File: src/rtl/rptr_empty_pkg.sv
// ---------------------------------------------------------------------------
// rptr_empty_pkg
// Shared definitions for the asynchronous FIFO pointer logic.
//   ADDRSIZE : RAM address width; FIFO depth is DEPTH = 2**ADDRSIZE.
//   ptr_t    : pointer type with one extra MSB so full and empty differ.
//   addr_t   : RAM address type.
//   bin2gray / gray2bin : pointer code conversions.
// ---------------------------------------------------------------------------
package rptr_empty_pkg;

    localparam int ADDRSIZE = 4;
    localparam int DEPTH    = 1 << ADDRSIZE;

    typedef logic [ADDRSIZE:0]   ptr_t;
    typedef logic [ADDRSIZE-1:0] addr_t;

    function automatic ptr_t bin2gray(input ptr_t bin);
        return (bin >> 1) ^ bin;
    endfunction

    // Each binary bit is the XOR of all Gray bits at and above it.
    function automatic ptr_t gray2bin(input ptr_t gray);
        ptr_t bin;
        bin[ADDRSIZE] = gray[ADDRSIZE];
        for (int i = ADDRSIZE - 1; i >= 0; i--) begin
            bin[i] = bin[i+1] ^ gray[i];
        end
        return bin;
    endfunction

endpackage

File: src/rtl/rptr_empty_gray_ptr_cnt.sv
// ---------------------------------------------------------------------------
// gray_ptr_cnt
// Binary + Gray pointer register with an increment enable. Used by the
// read-side empty controller and reusable by the write-side full controller.
// Ports:
//   clk, rst_n  : clock, asynchronous active-low reset
//   inc         : advance the pointer by one this cycle
//   addr        : low ADDRSIZE bits of the registered binary pointer
//   gray_q      : registered Gray pointer
//   bin_next    : binary pointer value being loaded on the next edge
//   gray_next   : Gray pointer value being loaded on the next edge
// ---------------------------------------------------------------------------
module gray_ptr_cnt
    import rptr_empty_pkg::*;
(
    input  logic  clk,
    input  logic  rst_n,
    input  logic  inc,
    output addr_t addr,
    output ptr_t  gray_q,
    output ptr_t  bin_next,
    output ptr_t  gray_next
);

    ptr_t bin_q;

    // Modulo 2**(ADDRSIZE+1) increment; wraps naturally through the MSB.
    always_comb begin
        bin_next  = bin_q + ptr_t'(inc);
        gray_next = bin2gray(bin_next);
    end

    always_ff @(posedge clk or negedge rst_n) begin
        if (!rst_n) begin
            bin_q  <= '0;
            gray_q <= '0;
        end else begin
            bin_q  <= bin_next;
            gray_q <= gray_next;
        end
    end

    assign addr = bin_q[ADDRSIZE-1:0];

endmodule

File: src/rtl/rptr_empty.sv
// ---------------------------------------------------------------------------
// rptr_empty
// Read-domain pointer and empty-flag controller of the asynchronous FIFO.
// Everything runs on rclk; rq2_wptr must already be synchronised into this
// domain (no synchroniser flops are added here).
// Ports:
//   rclk, rrst_n : read clock, asynchronous active-low reset
//   rinc         : read request from the consumer
//   rq2_wptr     : synchronised Gray write pointer
//   raddr        : binary RAM read address (straight from the register)
//   rptr         : registered Gray read pointer, to the write domain
//   rempty       : registered empty flag
//   raempty      : registered almost-empty flag (tied 0 unless enabled)
//   rvalid       : RAM read data valid, one cycle after an accepted read
//   runderflow   : one-cycle pulse when a read is requested while empty
//   rlevel       : registered fill level, 0..DEPTH
// Build option:
//   FIFO_AEMPTY_EN : when defined, raempty = (level <= AEMPTY_THRESH).
// ---------------------------------------------------------------------------
module rptr_empty
    import rptr_empty_pkg::*;
#(
    parameter int AEMPTY_THRESH = 2
) (
    input  logic  rclk,
    input  logic  rrst_n,
    input  logic  rinc,
    input  ptr_t  rq2_wptr,
    output addr_t raddr,
    output ptr_t  rptr,
    output logic  rempty,
    output logic  raempty,
    output logic  rvalid,
    output logic  runderflow,
    output ptr_t  rlevel
);

    // Elaboration-time range check on the threshold.
    if (AEMPTY_THRESH < 0 || AEMPTY_THRESH > DEPTH - 1) begin : g_bad_thresh
        $error("rptr_empty: AEMPTY_THRESH out of range");
    end

    logic rd_ok;
    ptr_t rbin_next;
    ptr_t rgray_next;
    ptr_t wbin;
    ptr_t level_d;
    logic rempty_d, rempty_q;
    logic rvalid_d, rvalid_q;
    logic runderflow_d, runderflow_q;
    ptr_t rlevel_q;

    assign rd_ok = rinc & ~rempty_q;

    gray_ptr_cnt u_ptr (
        .clk       (rclk),
        .rst_n     (rrst_n),
        .inc       (rd_ok),
        .addr      (raddr),
        .gray_q    (rptr),
        .bin_next  (rbin_next),
        .gray_next (rgray_next)
    );

    // Flags are computed from the post-read pointer so that consuming the
    // last entry raises empty on the very next edge. A write pointer that
    // advances in the same cycle is seen only later, so empty can only be
    // late to clear, never early.
    always_comb begin
        wbin         = gray2bin(rq2_wptr);
        level_d      = wbin - rbin_next;
        rempty_d     = (rgray_next == rq2_wptr);
        rvalid_d     = rd_ok;
        runderflow_d = rinc & rempty_q;
    end

    always_ff @(posedge rclk or negedge rrst_n) begin
        if (!rrst_n) begin
            rempty_q     <= 1'b1;
            rvalid_q     <= 1'b0;
            runderflow_q <= 1'b0;
            rlevel_q     <= '0;
        end else begin
            rempty_q     <= rempty_d;
            rvalid_q     <= rvalid_d;
            runderflow_q <= runderflow_d;
            rlevel_q     <= level_d;
        end
    end

`ifdef FIFO_AEMPTY_EN
    logic raempty_d, raempty_q;

    always_comb begin
        raempty_d = (level_d <= ptr_t'(AEMPTY_THRESH));
    end

    always_ff @(posedge rclk or negedge rrst_n) begin
        if (!rrst_n) begin
            raempty_q <= 1'b1;
        end else begin
            raempty_q <= raempty_d;
        end
    end

    assign raempty = raempty_q;
`else
    assign raempty = 1'b0;
`endif

    assign rempty     = rempty_q;
    assign rvalid     = rvalid_q;
    assign runderflow = runderflow_q;
    assign rlevel     = rlevel_q;

endmodule

File: config.mk
export PLATFORM = sky130hd
export DESIGN_NAME = rptr_empty
export DESIGN_NICKNAME = d
export VERILOG_FILES = /design/src/rtl/rptr_empty_pkg.sv /design/src/rtl/rptr_empty_gray_ptr_cnt.sv /design/src/rtl/rptr_empty.sv
export SDC_FILE = /design/constraint.sdc
export NUM_CORES = 1
export LEC_CHECK = 0
export CAP_MARGIN = 10
export CELL_PAD_IN_SITES_DETAIL_PLACEMENT = 2
export CELL_PAD_IN_SITES_GLOBAL_PLACEMENT = 2
export CORE_ASPECT_RATIO = 0.75
export CORE_UTILIZATION = 31
export DETAILED_ROUTE_END_ITERATION = 8
export PLACE_DENSITY = 0.88
export SLEW_MARGIN = 30
export SYNTH_ARGS = -nofsm -noshare
export SYNTH_HDL_FRONTEND = slang
export SYNTH_HIERARCHICAL = 1
export SYNTH_SLANG_ARGS = --single-unit
File: constraint.sdc
create_clock -name rclk -period 4.1 [get_ports rclk]
set_input_delay 0.82 -clock rclk [delete_from_list [all_inputs] [get_ports rclk]]
set_output_delay 0.82 -clock rclk [all_outputs]
set_load 0.01 [all_outputs]
---- Word level (Yosys, flattened, before mapping) ----
Cells that the tools add are included.
word-level totals
  logic and storage cells ................. 17
  input port bits ......................... 8
  output and inout bits ................... 18
  register bits ........................... 18
cells by class
  equality and inequality tests ........... 1
  add/subtract/negate cells ............... 2
  bitwise logic cells ..................... 8
operator list
  kind                  count
  adder 5 x 1 -> 5 bit  1
  equality test 5 bit   1
  subtractor 5 bit      1
  XOR 4 x 5 -> 5 bit    1
  XOR 1 bit             4
  bitwise AND 1 bit     2
  inverter 1 bit        1

---- Depth between registers and ports, before layout ----
Gate-level depths: netlist of the first run.
  word-level depth ........................ 5
  mapped depth ............................ 10
  depth with buffers taken out ............ 10

---- By module ----
The synthesis of the first run kept the hierarchy.
modules (own cells, without submodules)
  module        cells an instance  area each (um2)  times used  seq. area each (um2)
  rptr_empty    45                 500.5            1           201.4
  gray_ptr_cnt  27                 376.6            1           225.2

---- Worst setup path after synthesis of the first run ----
Ideal clock, no wire load.
  path type ............................... in2reg
  start ................................... input port rinc
  end ..................................... register rlevel_q[4] (netlist: rlevel[4])
  stages on the path ...................... 9
  required time ........................... 4.020 ns
  buffers on the path ..................... 0
  data arrival time ....................... 2.530 ns
  library setup time ...................... 0.080 ns
  path slack .............................. 1.490 ns
  cell sequence ........................... nor2b_1 ha_1 ha_1 xor2_1 inv_1 ha_1 a21o_1 a21oi_1 xnor2_1
between the ends
  cells in the longest elaborated chain, start to end .. 3
ends and longest elaborated chain
  item                    RTL line                       RTL
  start, declared         rptr_empty.sv:27               input logic rinc,
  bitwise AND 1 bit       rptr_empty.sv:53               assign rd_ok = rinc & ~rempty_q;
  adder 5 x 1 -> 5 bit    rptr_empty_gray_ptr_cnt.sv:29  bin_next = bin_q + ptr_t'(inc);
  named net rbin_next[2]  rptr_empty.sv:44               ptr_t rbin_next;
  subtractor 5 bit        rptr_empty.sv:71               level_d = wbin - rbin_next;
  named net level_d[4]    rptr_empty.sv:47               ptr_t level_d;
  end signal, assigned    rptr_empty.sv:87               rlevel_q <= level_d;
  end, declared           rptr_empty.sv:51               ptr_t rlevel_q;
The timed path passes the listed nets, and every way through them passes these cells.

---- Worst setup path in the final report of the first run ----
  start ................................... input port rinc
  end ..................................... register rlevel_q[4] (netlist: rlevel[4])
between the ends
  cells in the longest elaborated chain, start to end .. 3
ends and longest elaborated chain
  item                    RTL line                       RTL
  bitwise AND 1 bit       rptr_empty.sv:53
  named net rd_ok         rptr_empty.sv:43               logic rd_ok;
  adder 5 x 1 -> 5 bit    rptr_empty_gray_ptr_cnt.sv:29
  named net rbin_next[2]  rptr_empty.sv:44
  subtractor 5 bit        rptr_empty.sv:71
  named net level_d[4]    rptr_empty.sv:47
The timed path passes the listed nets, and every way through them passes these cells.

==> summary.txt, run 1 <==
Clocking
  • Post-CTS Setup Repair Bufs: 0
  • CTS tree: built
  • Clock latency on the worst-skew pair: 250 ps
  • H-tree depth: 1
  • Clk pin slew, worst setup/hold paths: 70 ps
  • Deepest clock path buffer count: 2
  • Root cell of the clock tree: sky130_fd_sc_hd__clkbuf_8
  • Hold bufs inserted after CTS: 0
  • Total of cells resized after clock tree synthesis: 0
  • Sink Count: 17
  • Number of buffers created by CTS: 3

Timing
  • Sum of negative setup slack: 0 ps
  • Worst Setup Slack, final: 985.7 ps
  • Min Tclk post-route: 3114 ps
  • Final setup viols: 0
  • Setup repair after global routing missed its margin: no
  • Max Fclk: 0.3211 GHz
  • Hold Worst Slack: 557.9 ps
  • Period utilization: 75.96%
  • Final setup skew: 3.074 ps
  • Max-slew violation count: 0
  • Transition at the pin with the smallest max-transition slack: 768.8 ps
  • Slew headroom: 48.58%
  • Final hold violation count: 0

Die
  • Chip Width: 63.42 um
  • Vertical die dimension: 48.07 um
  • Placeable core region: 2643 um2
  • Starting Density: 33.19%
  • Cell row count: 16
  • Num ports: 26
  • Die Footprint: 3048 um2

Placed design
  • Port-buffer cells: 24
  • Post-Place Cells: 130
  • Total half-perimeter wirelength after legalization and detailed placement: 1447 um
  • Final weighted congestion in routability-driven placement: 0.6997
  • Pre-CTS worst setup slack: 669.8 ps

Drt
  • Detailed-route DRC error count: 0
  • Wire length reported by the detailed router: 1940 um
  • Number of search-and-repair iterations in the first detailed-routing pass: 3
  • Routed vias/inst: 4.455
  • Overall via count from detail_route: 597
  • First-iteration detailed-routing DRC count: 4
  • Mean routed wirelength per cell: 14.48 um
  • Residual antenna-violating net count after detailed routing: 0

Global routing
  • Maximum number of pins on one net before global-route repair: 18
  • Grt ovf: 0
  • Vias in the first global route: 655
  • Antenna violations before repair: 0
  • First-pass GRT wire length: 3249 um
  • Total GRT Usage: 14.97%

Setup path
  • Critical path start-end classification: input pin to register
  • Cells along the critical path: clkdlybuf4s50_1 -> nor2b_1 -> ha_1 -> ha_1 -> xor2_1 -> inv_1 -> ha_1 -> a21o_1 -> a21oi_1 -> xnor2_1
  • Reg-to-reg endpoint: rlevel[4]$_DFF_PN0_
  • R2r setup slk: 1640 ps
  • Kind of start point of the critical path: input pin
  • Critical register-to-register path startpoint: rempty$_DFF_PN1_
  • Arrival time of the worst setup path: 3300 ps
  • Type of destination of the critical path: register
  • Most used cell, CP: sky130_fd_sc_hd__ha_1
  • Slowest-stage cell, CP: sky130_fd_sc_hd__clkdlybuf4s50_1
  • Required time at the worst-slack endpoint: 4280 ps
  • Last element of the critical path: rlevel[4]$_DFF_PN0_
  • Worst setup path start: rinc
  • Maximum fanout along the worst path: 5
  • Worst reg-to-reg path cell count: 9
  • Delay of the slowest critical-path stage: 470 ps

Logic synthesis
  • Multiplexer fraction of the synthesized cell area: 0%
  • Simple-gate portion of the synthesized area: 5.278%
  • Sequential element share of the synthesized area: 48.64%
  • XOR/XNOR share of the synthesized area: 23.54%
  • Number of nets in the synthesized netlist: 87
  • Adder-Cell Fraction of Synth Area: 10.84%
  • Synth top area cells: sky130_fd_sc_hd__dfrtp_1, sky130_fd_sc_hd__xnor2_1, sky130_fd_sc_hd__ha_1
  • Syn Area/Cell: 12.18 um2
  • Post-synthesis cell type with the largest combined area: sky130_fd_sc_hd__dfrtp_1
  • Yosys top cell area share: 45.65%
  • Share of the synthesized area in compound gates (AO/OA/AOI/OAI): 5.706%
  • YS warnings: 6
  • Netlist area before placement: 877.1 um2
  • Distinct cells, synth: 21
  • Synthesized flop and latch total: 17
  • Largest family of logic cells by synthesized area: XOR/XNOR gates
  • Mapped Cells: 72

Power and ir drop
  • Cell area power density: 936.4 nW/um2
  • Post-layout total power: 1.118 mW
  • Leakage: 0.5412 nW
  • Peak VDD IR: 0.2772 mV

Run status
  • Outcome: complete, no violations

Cells and area
  • Layout cells sized above 1: 9.184%
  • Top library cells by usage in the layout, fill and taps aside: sky130_fd_sc_hd__clkdlybuf4s50_1, sky130_fd_sc_hd__dfrtp_1, sky130_fd_sc_hd__xnor2_1
  • Area growth from synthesis to final layout: 36.09%
  • Non-filler instance count after layout: 134
  • Antenna Diode Count: 0
  • Fin nets: 114
  • Most frequent standard cell in the layout excluding fill and tap cells: sky130_fd_sc_hd__clkdlybuf4s50_1

Hold path
  • Class of the tightest hold or removal check: register to register

Run
  • Max-cap viol count: 0
worst max-delay path, delay by kind of cell:
kind                     cells  cell delay [ps]
adder cells (fa/ha/maj)      3              930
AO/OA/AOI/OAI                2              360
buffers and inverters        2              550
XOR/XNOR                     2              460
AND/OR/NAND/NOR              1              180
power breakdown:
| part | leakage (nW) | switching, mW | internal (mW) |
|---|---|---|---|
| Combinational | 0.316 | 0.327 | 0.347 |
| Clock | 0.0255 | 0.0609 | 0.0675 |
| Sequential | 0.200 | 0.0546 | 0.261 |
| Total | 0.541 | 0.442 | 0.675 |
sequential cells by signal (all words and copies together) (netlist names):
signal and flops:
u_ptr/bin_q 5, u_ptr/gray_q 4, rlevel 5, rvalid 1
rempty 1, runderflow 1
layer usage:
layer	up-vias	part of all wire, %	global-route usage (%)
met5	-	0	0
met4	0	1.4	8.182
met3	4	5.2	4.048
met2	19	50	25.74
met1	303	43	17.83
li1	271	-	-
cell type report:
cell class | instances | area (um2)
Multi-Input combinational cell | 44 | 401.6
Fill cell | 292 | 1449
Timing Repair Buffer | 24 | 240.2
Sequential cell | 17 | 426.7
Tap cell | 36 | 45.04
Clock buffer | 3 | 41.29
Inverter | 9 | 33.78
Clock inverter | 1 | 5.005
cells by family after synthesis:
| kind of cell | Yosys count |
|---|---|
| buf+inv | 11 |
| compound gates | 6 |
| simple gates | 9 |
| fa+ha+maj | 7 |
| xor+xnor | 21 |
| other cells | 1 |
| flops | 17 |
synthesized netlist by cell type:
library cell	instances
sky130_fd_sc_hd__dfrtp_1	16
sky130_fd_sc_hd__xnor2_1	10
sky130_fd_sc_hd__inv_1	9
sky130_fd_sc_hd__xor2_1	8
sky130_fd_sc_hd__ha_1	6
sky130_fd_sc_hd__nand3_1	3
sky130_fd_sc_hd__a21o_1	2
sky130_fd_sc_hd__a21oi_1	2
sky130_fd_sc_hd__buf_4	2
sky130_fd_sc_hd__nand2_1	2
sky130_fd_sc_hd__xor2_2	2
sky130_fd_sc_hd__a21bo_1	1
sky130_fd_sc_hd__a2bb2oi_2	1
sky130_fd_sc_hd__and2_1	1
sky130_fd_sc_hd__conb_1	1
sky130_fd_sc_hd__dfstp_2	1
sky130_fd_sc_hd__fa_1	1
sky130_fd_sc_hd__nand4_1	1
sky130_fd_sc_hd__nor2b_1	1
sky130_fd_sc_hd__nor3_1	1
sky130_fd_sc_hd__xnor2_2	1
metrics by stage:
step	area [um2]	util, %
3_5_place_dp	1147	43.42
3_3_place_gp	1147	43.42
2_1_floorplan	877.1	-
5_1_grt	1194	45.17
6_report	1194	45.17
4_1_cts	1194	45.17
worst min-delay path by stage:
stage | from | to | slack, ps | cells past startpoint
2_1_floorplan | rrst_n | rlevel[0]$_DFF_PN0_ | 520 | 0
3_3_place_gp | rempty$_DFF_PN1_ | runderflow$_DFF_PN0_ | 540 | 1
3_5_place_dp | rempty$_DFF_PN1_ | runderflow$_DFF_PN0_ | 550 | 1
4_1_cts | rempty$_DFF_PN1_ | runderflow$_DFF_PN0_ | 560 | 1
5_1_grt | rempty$_DFF_PN1_ | runderflow$_DFF_PN0_ | 580 | 1
6_report | rempty$_DFF_PN1_ | runderflow$_DFF_PN0_ | 560 | 1
No activity file was read; power rests on OpenSTA's default activity.
==> run 2, diff against run 1 <==
- CORE_UTILIZATION: 31 -> 26
- PLACE_DENSITY: 0.88 -> 0.79
- clock period: 4.1 -> 2.8 ns (I/O delays scaled with it)
==> run 2 against run 1 <==
Final cell count up 9.7%. Routed wire length is 7.7% higher. Critical path depth up 1. Setup slack worse by 790 ps.
==> summary.txt, run 2 (synthesis gave the netlist of run 1 again) <==
Placed design
  • Port-buffer cells: 24 (unchanged)
  • Total half-perimeter wirelength after legalization and detailed placement: 1606 um (was 1447 um)
  • Final weighted congestion in routability-driven placement: 0.7406 (was 0.6997)
  • Standard cell area after detailed placement: 1225 um2 (was 1147 um2)

Global routing
  • Vias in the first global route: 721 (was 655)
  • Total GRT Usage: 13.50% (was 14.97%)
  • First-pass GRT wire length: 3567 um (was 3249 um)
  • Grt ovf: 0 (unchanged)
  • Maximum number of pins on one net before global-route repair: 18 (unchanged)
  • Antenna violations before repair: 0 (unchanged)

Timing
  • Period utilization: 93.18%
  • Final setup skew: 3.006 ps (was 3.074 ps)
  • Setup repair after global routing missed its margin: no (unchanged)
  • Final setup viols: 0 (unchanged)
  • Final hold violation count: 0 (unchanged)
  • Transition at the pin with the smallest max-transition slack: 790.1 ps (was 768.8 ps)
  • Max-slew violation count: 0 (unchanged)
  • Slew headroom: 47.16% (was 48.58%)
  • Max Fclk: 0.3833 GHz
  • Min Tclk post-route: 2609 ps

Cells and area
  • Top library cells by usage in the layout, fill and taps aside: sky130_fd_sc_hd__clkdlybuf4s50_1, sky130_fd_sc_hd__dfrtp_1, sky130_fd_sc_hd__buf_4 (was sky130_fd_sc_hd__clkdlybuf4s50_1, sky130_fd_sc_hd__dfrtp_1, sky130_fd_sc_hd__xnor2_1)
  • Final-layout fill cell count: 321 (was 292)
  • Fraction of the core area covered by cells at the end of the flow: 41.95% (was 45.17%)
  • Antenna Diode Count: 0 (unchanged)
  • Most frequent standard cell in the layout excluding fill and tap cells: sky130_fd_sc_hd__clkdlybuf4s50_1 (unchanged)
  • Area of all placed cells without fillers: 1285 um2 (was 1194 um2)
  • Area growth from synthesis to final layout: 46.50% (was 36.09%)
  • Fin nets: 125 (was 114)
  • Layout cells sized above 1: 20.18% (was 9.184%)

Drt
  • First-iteration detailed-routing DRC count: 35 (was 4)
  • Residual antenna-violating net count after detailed routing: 0 (unchanged)
  • Wire length reported by the detailed router: 2089 um (was 1940 um)
  • Highest routing layer actually used: met4 (unchanged)
  • Detailed-route DRC error count: 0 (unchanged)
  • Met1 routed wirelength after detailed routing: 912 um (was 840 um)
  • Overall via count from detail_route: 622 (was 597)
  • Number of search-and-repair iterations in the first detailed-routing pass: 2 (was 3)
  • Mean routed wirelength per cell: 14.21 um (was 14.48 um)
  • Met3 Routed Length: 122 um (was 100 um)
  • Routed vias/inst: 4.231 (was 4.455)
  • Met2 routed wirelength: 1046 um (was 971 um)

Clocking
  • CTS tree: built (unchanged)
  • Deepest clock path buffer count: 2 (unchanged)
  • Sink Count: 17 (unchanged)
  • Root cell of the clock tree: sky130_fd_sc_hd__clkbuf_8 (unchanged)
  • Number of buffers created by CTS: 3 (unchanged)
  • H-tree depth: 1 (unchanged)
  • Clock latency on the worst-skew pair: 250 ps (about the same)
  • Hold bufs inserted after CTS: 0 (unchanged)
  • Clk pin slew, worst setup/hold paths: 70 ps (about the same)

Setup path
  • Critical path start-end classification: input pin to register (unchanged)
  • Maximum fanout along the worst path: 2 (was 5)
  • Kind of start point of the critical path: input pin (unchanged)
  • Arrival time of the worst setup path: 2750 ps (was 3300 ps)
  • Required time at the worst-slack endpoint: 2940 ps (was 4280 ps)
  • Type of destination of the critical path: register (unchanged)

Power and ir drop
  • Switching power as a share of total power: 38.23% (was 39.57%)
  • Sequential share of power: 26.6% (was 28.2%)
  • Net switching power: 657.3 uW (was 442.2 uW)
  • Clock power frac: 10.9% (was 11.5%)
  • Cell area power density: 1338 nW/um2 (was 936.4 nW/um2)
  • Leakage: 0.5939 nW (was 0.5412 nW)
  • Power share of the combinational group: 62.5% (was 60.3%)
  • Peak VDD IR: 0.4474 mV (was 0.2772 mV)
  • Internal power contribution: 1.062 mW (was 675.5 uW)

Die
  • Vertical die dimension: 52.30 um (was 48.07 um)
  • Starting Density: 28.64% (was 33.19%)
  • Chip Width: 69.07 um (was 63.42 um)
  • Num ports: 26 (unchanged)
  • Cell row count: 17 (was 16)
  • Die Footprint: 3612 um2 (was 3048 um2)
  • Placeable core region: 3063 um2 (was 2643 um2)

Run
  • Max-cap viol count: 0 (unchanged)

Hold path
  • Class of the tightest hold or removal check: register to register (unchanged)

Run status
  • Outcome: complete, no violations (unchanged)
==> run 2: cell count changes in the layout (fill, tap and decap cells not counted) <==
cell,delta
sky130_fd_sc_hd__ha_2,+1
sky130_fd_sc_hd__ha_1,-1
sky130_fd_sc_hd__a21oi_1,-1
sky130_fd_sc_hd__a21oi_2,+1
sky130_fd_sc_hd__buf_4,+11
==> run 2: what timing repair did <==
action                     4_1_cts  5_1_grt
gates resized for setup          0        2
setup buffers                    0        1
setup endpoints to repair        0        1
==> run 2: worst paths after layout <==
check,cells after the start,from,to,slack [ps]
max in group asynchronous,1,rrst_n,rlevel[1]$_DFF_PN0_,1550
max reg2reg,9,rempty$_DFF_PN1_,rempty$_DFF_PN1_,620
max,11,rq2_wptr[4],rlevel[4]$_DFF_PN0_,190
min reg2reg,1,rempty$_DFF_PN1_,runderflow$_DFF_PN0_,550
min in group asynchronous,1,rrst_n,u_ptr/bin_q[2]$_DFF_PN0_,770
min,1,rempty$_DFF_PN1_,runderflow$_DFF_PN0_,550
==> run 2: worst max-delay path, cell delays in order <==
cell and delay (ps):
sky130_fd_sc_hd__clkdlybuf4s50_1 460, sky130_fd_sc_hd__xor2_2 220, sky130_fd_sc_hd__xnor2_2 270, sky130_fd_sc_hd__xor2_2 200
sky130_fd_sc_hd__xor2_1 90, sky130_fd_sc_hd__ha_2 190, sky130_fd_sc_hd__fa_1 380, sky130_fd_sc_hd__inv_1 70
sky130_fd_sc_hd__a21o_1 120, sky130_fd_sc_hd__a21oi_2 60, sky130_fd_sc_hd__xnor2_1 120
==> run 2: final cells by class <==
cell class                 count  area [um2]  area share, %
sequential                    17       426.7          33.20
clock inverter                 1       5.005         0.3895
multi-input combinational     44       407.9          31.74
timing repair buffer          35       322.8          25.12
inverter                       9       33.78          2.629
tap                           38       47.55          3.700
clock buffer                   3       41.29          3.213
==> run 2: metrics by stage <==
step           hold WS (ps)  setup slack, ps  instances  power [mW]  TNS (ps)
5_1_grt               568.3            7.201        147       1.880         0
6_report              547.2            191.0        147       1.719         0
3_5_place_dp          541.9           -114.3        142       1.524    -114.3
4_1_cts               551.7            158.1        146       1.739         0
3_3_place_gp          542.1           -19.68        142       1.482    -19.68
2_1_floorplan         264.4            450.4         72       1.069         0
==> run 2: power by group through the flow <==
stage / combinational (mW) / sequential (mW) / clock [mW]
4_1_cts: 1.08 / 0.461 / 0.195
2_1_floorplan: 0.556 / 0.513 / 0
3_3_place_gp: 1.02 / 0.460 / 0
5_1_grt: 1.20 / 0.474 / 0.206
6_report: 1.07 / 0.458 / 0.187
3_5_place_dp: 1.06 / 0.467 / 0
==> run 2: layer usage <==
metal | vias to the layer above | global-route usage [%]
met3 | 2 | 5.769
met4 | 0 | 2.041
met1 | 309 | 15.14
li1 | 294 | -
met5 | - | 0
met2 | 17 | 24.60
==> run 3, diff against run 2 <==
- SETUP_SLACK_MARGIN: default -> 0.3
==> run 3 against run 2 <==
Power is 9.4% higher. Sequential share of layout area shrank 2.3 points. Core utilization increased by 3.2 points. Largest cell class is now multi-input gates. Register-to-register slack lost 20 ps. Clock power barely moved. Routed wire length increased by 13%.
==> summary.txt, run 3 (synthesis gave the netlist of run 1 again) <==
Setup path
  • Arrival time of the worst setup path: 2640 ps (was 2750 ps)
  • Type of destination of the critical path: register (unchanged)
  • Critical path start-end classification: input pin to register (unchanged)
  • Maximum fanout along the worst path: 4 (was 2)
  • Required time at the worst-slack endpoint: 2980 ps (was 2940 ps)
  • Kind of start point of the critical path: input pin (unchanged)

Timing
  • Transition at the pin with the smallest max-transition slack: 794.6 ps (was 790.1 ps)
  • Final setup viols: 0 (unchanged)
  • Final setup skew: 1.039 ps (was 3.006 ps)
  • Worst Setup Slack, final: 343.6 ps (was 191.0 ps)
  • Period utilization: 87.73% (was 93.18%)
  • Max-slew violation count: 0 (unchanged)
  • Min Tclk post-route: 2456 ps (was 2609 ps)
  • Sum of negative setup slack: 0 ps (unchanged)
  • Hold Worst Slack: 567.5 ps (was 547.2 ps)
  • Setup repair after global routing missed its margin: no (unchanged)
  • Final hold violation count: 0 (unchanged)
  • Max Fclk: 0.4071 GHz (was 0.3833 GHz)
  • Slew headroom: 46.86% (was 47.16%)

Die
  • Chip Width: 69.07 um (unchanged)
  • Cell row count: 17 (unchanged)
  • Die Footprint: 3612 um2 (unchanged)
  • Vertical die dimension: 52.30 um (unchanged)
  • Starting Density: 28.64% (unchanged)
  • Num ports: 26 (unchanged)
  • Placeable core region: 3063 um2 (unchanged)

Global routing
  • GR met1 Demand/Resource: 15.31% (was 15.14%)
  • Maximum number of pins on one net before global-route repair: 18 (unchanged)
  • Grt ovf: 0 (unchanged)
  • Most congested layer reported by global routing: met2 (unchanged)
  • First-pass GRT wire length: 3677 um (was 3567 um)
  • Fraction of met3 tracks used by global routing: 5.769% (unchanged)
  • M2 GR Usage: 26.21% (was 24.60%)
  • Vias in the first global route: 751 (was 721)
  • Antenna violations before repair: 0 (unchanged)
  • Total GRT Usage: 13.99% (was 13.50%)

Placed design
  • Final weighted congestion in routability-driven placement: 0.7406 (unchanged)
  • Port-buffer cells: 24 (unchanged)
  • Total half-perimeter wirelength after legalization and detailed placement: 1606 um (unchanged)
  • Pre-CTS worst setup slack: -114.3 ps (unchanged)

Cells and area
  • Top library cells by usage in the layout, fill and taps aside: sky130_fd_sc_hd__clkdlybuf4s50_1, sky130_fd_sc_hd__dfrtp_1, sky130_fd_sc_hd__buf_4 (unchanged)
  • Area growth from synthesis to final layout: 57.63% (was 46.50%)
  • Fraction of the core area covered by cells at the end of the flow: 45.14% (was 41.95%)
  • Fin nets: 128 (was 125)
  • Layout cells sized above 1: 31.25% (was 20.18%)
  • Antenna Diode Count: 0 (unchanged)
  • Most frequent standard cell in the layout excluding fill and tap cells: sky130_fd_sc_hd__clkdlybuf4s50_1 (unchanged)
  • Final-layout fill cell count: 318 (was 321)

Hold path
  • Class of the tightest hold or removal check: register to register (unchanged)

Clocking
  • Hold bufs inserted after CTS: 0 (unchanged)
  • Sink Count: 17 (unchanged)
  • Deepest clock path buffer count: 2 (unchanged)
  • Root cell of the clock tree: sky130_fd_sc_hd__clkbuf_8 (unchanged)
  • CTS tree: built (unchanged)
  • Number of buffers created by CTS: 3 (unchanged)
  • Clk pin slew, worst setup/hold paths: 70 ps (about the same)
  • H-tree depth: 1 (unchanged)
  • Clock latency on the worst-skew pair: 260 ps (was 250 ps)

Power and ir drop
  • Peak VDD IR: 0.4650 mV (was 0.4474 mV)
  • Leakage: 0.6405 nW (was 0.5939 nW)
  • Cell area power density: 1360 nW/um2 (was 1338 nW/um2)
  • Post-layout total power: 1.880 mW (was 1.719 mW)

Drt
  • First-iteration detailed-routing DRC count: 27 (was 35)
  • Residual antenna-violating net count after detailed routing: 0 (unchanged)
  • Mean routed wirelength per cell: 15.69 um (was 14.21 um)
  • Routed vias/inst: 4.347 (was 4.231)
  • Number of search-and-repair iterations in the first detailed-routing pass: 3 (was 2)
  • Wire length reported by the detailed router: 2354 um (was 2089 um)
  • Detailed-route DRC error count: 0 (unchanged)
  • Overall via count from detail_route: 652 (was 622)

Run status
  • Outcome: complete, no violations (unchanged)

Run
  • Max-cap viol count: 0 (unchanged)
==> run 3: critical path: stages <==
cell	delay [ps]
sky130_fd_sc_hd__clkdlybuf4s50_1	420
sky130_fd_sc_hd__nor2b_4	150
sky130_fd_sc_hd__ha_4	170
sky130_fd_sc_hd__ha_4	170
sky130_fd_sc_hd__buf_4	150
sky130_fd_sc_hd__a21bo_1	200
sky130_fd_sc_hd__a2bb2oi_2	160
sky130_fd_sc_hd__xor2_1	240
sky130_fd_sc_hd__xor2_1	340
sky130_fd_sc_hd__nor3_2	80
==> run 3: final timing paths <==
kind	from	to	cells after the start	slack [ps]
worst max-delay path	rinc	rempty$_DFF_PN1_	10	340
worst min-delay path	rempty$_DFF_PN1_	runderflow$_DFF_PN0_	1	570
worst max register to register	rempty$_DFF_PN1_	rempty$_DFF_PN1_	9	600
worst min register to register	rempty$_DFF_PN1_	runderflow$_DFF_PN0_	1	570
max in group asynchronous	rrst_n	u_ptr/bin_q[1]$_DFF_PN0_	1	1540
min in group asynchronous	rrst_n	rvalid$_DFF_PN0_	1	760
==> run 3: cell type report <==
cell class                      count  area [um2]  share of cell area (%)
Multi-Input combinational cell     44       483.0                   34.93
Clock inverter                      1       5.005                  0.3620
Inverter                            9       33.78                   2.443
Clock buffer                        3       41.29                   2.986
Tap cell                           38       47.55                   3.439
Timing Repair Buffer               38       345.3                   24.98
Sequential cell                    17       426.7                   30.86
==> run 3: layer usage <==
metal  share of wire [%]  vias up
met5                   0        -
met4                 1.3        0
met3                 5.4        4
met2                  54       20
met1                  40      329
li1                    -      299
==> run 3: per-stage QoR <==
step                      area [um2]  instances
after global routing            1383        150
after global placement          1225        142
after CTS                       1313        149
after floorplan                877.1         72
final                           1383        150
after detailed placement        1225        142
==> run 3: where the power goes <==
group	internal, mW	total, mW	switching, mW
clock network	0.0990	0.188	0.0891
logic	0.660	1.21	0.552
registers	0.381	0.481	0.0997
==> run 3: repair_timing <==
item                       4_1_cts  5_1_grt
gates resized for setup          6       12
setup endpoints to repair        3        3
pin swaps                        3        5
cloned                           0        0
setup buffers                    3        1
